### src/rtl/tdt_dmi_hs_rx.sv
// rtl/tdt_dmi_hs_rx.sv - dst-side toggle handshake receiver for DMI words.
// Optional parity check on capture enabled by TDT_DMI_HS_RX_PARITY_EN.
module tdt_dmi_hs_rx #(
   parameter int SYNC_NUM = 3,
   parameter int DATA_W   = 41
) (
   input  logic              dst_clk,
   input  logic              dst_rst_b,
   input  logic              src_req_tgl,
   input  logic [DATA_W-1:0] src_data,
   output logic              dst_vld,
   output logic [DATA_W-1:0] dst_data,
   input  logic              dst_rdy,
   output logic              dst_ack_tgl,
   output logic              dst_ovf,
   input  logic              dst_ovf_clr
`ifdef TDT_DMI_HS_RX_PARITY_EN
   ,
   input  logic              src_par,
   output logic              dst_perr
`endif
);

   typedef enum logic {
      IDLE  = 1'b0,
      VALID = 1'b1
   } state_t;

   state_t              state, state_d;
   logic [SYNC_NUM-1:0] sync_q;
   logic                req_sync;
   logic                req_seen, seen_d;
   logic                req_new;
   logic                vld_d, ack_d, ovf_d;
   logic [DATA_W-1:0]   data_d;
`ifdef TDT_DMI_HS_RX_PARITY_EN
   logic                perr_d;
`endif

   assign req_sync = sync_q[SYNC_NUM-1];
   assign req_new  = req_sync != req_seen;

   always_comb begin
      state_d = state;
      vld_d   = dst_vld;
      data_d  = dst_data;
      seen_d  = req_seen;
      ack_d   = dst_ack_tgl;
      ovf_d   = dst_ovf & ~dst_ovf_clr;
`ifdef TDT_DMI_HS_RX_PARITY_EN
      perr_d  = dst_perr & ~dst_ovf_clr;
`endif
      case (state)
         IDLE: begin
            if (req_new) begin
               data_d  = src_data;
               seen_d  = req_sync;
               vld_d   = 1'b1;
               state_d = VALID;
`ifdef TDT_DMI_HS_RX_PARITY_EN
               if (^{src_data, src_par}) perr_d = 1'b1;
`endif
            end
         end
         VALID: begin
            // A toggle arriving while a word is held stays pending in req_new
            if (req_new) ovf_d = 1'b1;
            if (dst_rdy) begin
               vld_d   = 1'b0;
               ack_d   = ~dst_ack_tgl;
               state_d = IDLE;
            end
         end
         default: state_d = IDLE;
      endcase
   end

   always_ff @(posedge dst_clk or negedge dst_rst_b) begin
      if (!dst_rst_b) begin
         state       <= IDLE;
         sync_q      <= '0;
         req_seen    <= 1'b0;
         dst_vld     <= 1'b0;
         dst_data    <= '0;
         dst_ack_tgl <= 1'b0;
         dst_ovf     <= 1'b0;
`ifdef TDT_DMI_HS_RX_PARITY_EN
         dst_perr    <= 1'b0;
`endif
      end else begin
         state       <= state_d;
         sync_q      <= {sync_q[SYNC_NUM-2:0], src_req_tgl};
         req_seen    <= seen_d;
         dst_vld     <= vld_d;
         dst_data    <= data_d;
         dst_ack_tgl <= ack_d;
         dst_ovf     <= ovf_d;
`ifdef TDT_DMI_HS_RX_PARITY_EN
         dst_perr    <= perr_d;
`endif
      end
   end

endmodule

### config.mk
export PLATFORM = sky130hd
export DESIGN_NAME = tdt_dmi_hs_rx
export DESIGN_NICKNAME = d
export VERILOG_FILES = /design/src/rtl/tdt_dmi_hs_rx.sv
export SDC_FILE = /design/constraint.sdc
export NUM_CORES = 1
export LEC_CHECK = 0
export CAP_MARGIN = 20
export CELL_PAD_IN_SITES_DETAIL_PLACEMENT = 0
export CELL_PAD_IN_SITES_GLOBAL_PLACEMENT = 1
export CORE_ASPECT_RATIO = 0.5
export CORE_MARGIN = 2
export CORE_UTILIZATION = 33
export CTS_BUF_LIST = sky130_fd_sc_hd__clkbuf_16
export CTS_CLUSTER_DIAMETER = 120
export DETAILED_ROUTE_END_ITERATION = 16
export GPL_TIMING_DRIVEN = 0
export PLACE_DENSITY_LB_ADDON = 0.1
export SLEW_MARGIN = 20
export SYNTH_ARGS = -nofsm -noshare
export SYNTH_HDL_FRONTEND = slang
export SYNTH_SLANG_ARGS = --single-unit
### constraint.sdc
create_clock -name dst_clk -period 1.9 [get_ports dst_clk]
set_input_delay 0.285 -clock dst_clk [delete_from_list [all_inputs] [get_ports dst_clk]]
set_output_delay 0.285 -clock dst_clk [all_outputs]
set_load 0.05 [all_outputs]
==> impl_metrics.toml <==
[synthesis]
synth_top_area_share = 0.6121
synth_area_leaders = "dfrtp_1, mux2_4, buf_12"
synth_cell_types = 14
synth_cells = 107
ys_seq_elements = 49
synth_top_cell_by_area = "dfrtp_1"
avgSynthCellArea_um2 = 18.72
synth_nets = 153
syn_area_um2 = 2003
ys.warnings.count = 0
synth-seq-area-share = 0.6121

[min_path]
hold_path_class = "reg2reg"
holdCritStartpoint = "sync_q[1]"
worstHoldEndpoint = "sync_q[2]"
hold_depth = 0

[global_routing]
grt_pass1_wl_mm = 6.486
grt-ovfl-total = 0
grt_pass1_vias = 1311
grt_usage = 0.1268
grt_start_max_net_pins = 32
antenna_found_initial = 0

[sta]
max_freq_ghz = 0.5696
tightest_slew_ns = 0.5248
min_period_over_period = 0.9240
final.min_clock_period_ns = 1.756
max-slew-margin-rel = 0.6490
setup_viol = 0
slew_viol_final = 0
finalClockSkew_ns = 0.004573
rsz0062_at_grt = "false"
timing.final.hold_violations = 0

[final_layout]
syn2layout_area_growth_pct = 57.28
mostFrequentLayoutCells = "clkdlybuf4s50_1, dfrtp_1, mux2_4"
fin_cells = 279
n_antenna_cell = 0
layout_commonest_cell = "clkdlybuf4s50_1"
finish.net_count = 251
post_route_cells_drive_above_1_share = 0.2670

[route]
dr.first_iter.drc_count = 44
route.detailed.drc = 0
routed_wl_mm = 3.895
firstDrtPassIters = 4
wl_per_cell_um = 13.96
drtAntennaViolNets = 0
vias_per_cell = 4.280
via_count = 1194

[clock_tree]
h-tree-depth = 2
clk_pin_slew_ns = 0.06
cts_tree = "built"
postCtsSetupBuffers = 0
postCtsHoldBufs = 1
insertion_delay_ns = 0.28
cts_sinks = 49
clockRootBuffer = "clkbuf_16"
cts_buffer_depth = 2
cts_resized = 0
cts_made_buffers = 5

[worst_setup_path]
cp-start-kind = "flip-flop"
max_stage_delay_ns = 0.83
critPathCaptureType = "output port"
critPathSlowestCell = "clkdlybuf4s50_1"
cp_top_family = "buffers and inverters"
ff2ff_setup_slack_ns = 0.34
rr_startpoint = "req_seen"
arrival_ns = 1.47
required_ns = 1.62
cp_max_fo = 2
r2r_cells = 5
rr_endpoint = "dst_data[37]"
crit_chain = "clkdlybuf4s50_1"
crit_buf_inv = 1
path_class = "reg2out"

[placement]
numPortBuffers = 89
dp_cells = 270
gp_congestion = 0.6815
dp.final_hpwl_mm = 2.916

[floorplan]
num_rows = 19
die_area_um2 = 6747
fp.dieH_um = 59.09
fp.dieW_um = 114.2
fp.coreArea_um2 = 5658
ios = 90
initial_utilization = 0.3540

[flow_run]
maxCapViolCount = 0

[run_status]
outcome = "complete, no violations"
worst max-delay path by stage:
stage                      start            to  slack, ns  cells past startpoint
finish              dst_data[19]  dst_data[19]       0.14                      1
global route        dst_data[19]  dst_data[19]       0.07                      1
CTS                 dst_data[19]  dst_data[19]       0.12                      1
detailed placement      req_seen  dst_data[18]       0.33                      5
global placement       dst_rst_b  dst_data[17]      -0.87                      1
floorplan               req_seen   dst_data[0]       0.44                      5
metal layers:
metal / vias to the layer above / global-route usage / share of wire
met2: 50 / 0.1871 / 0.43
met5: - / 0 / 0
met3: 0 / 0.06033 / 0.096
met4: 0 / 0.02613 / 0
li1: 560 / - / -
met1: 584 / 0.1721 / 0.47
through the flow:
stage / TNS, ns / setup slack (ns) / hold WS [ns] / util / cell area (um2)
global placement: -42.34 / -0.8676 / 0.3334 / 0.5276 / 2985
global route: 0 / 0.07082 / 0.3537 / 0.5568 / 3151
finish: 0 / 0.1444 / 0.3464 / 0.5568 / 3151
CTS: 0 / 0.1227 / 0.3509 / 0.5568 / 3151
floorplan: 0 / 0.4443 / -0.01059 / - / 2003
detailed placement: 0 / 0.3256 / 0.2652 / 0.5303 / 3000
kinds of logic after synthesis:
| logic type | Yosys count | share of synthesized area |
|---|---|---|
| DFF | 49 | 0.6121 |
| muxes | 42 | 0.3111 |
| buffers and inverters | 7 | 0.04935 |
| and+or+nand+nor | 4 | 0.009370 |
| AOI/OAI and AO/OA | 3 | 0.009370 |
| xor gates and xnor gates | 2 | 0.008746 |
synthesized netlist by cell type (all sizes together):
master,n
nand2,2
nor2,1
xor2,1
dfrtp,49
xnor2,1
o21a,1
o22ai,1
and2b,1
mux2,42
buf,5
inv,2
o21ai,1
state kept, by name, indices dropped and copies added, names as in the netlist:
name         count
dst_ack_tgl      1
state            1
dst_ovf          1
dst_vld          1
req_seen         1
dst_data        41
sync_q           3
layout make-up:
class	count	area [um2]
fill	501	2507
timing repair buffer	91	915.9
tap	73	91.34
multi-input combinational	51	678.2
inverter	2	7.507
sequential	49	1226
clock inverter	3	15.01
buffer	5	91.34
clock buffer	5	125.1
Power is not shown: default switching activity piles up to over one toggle a cycle in this logic, so the estimate is an artifact.
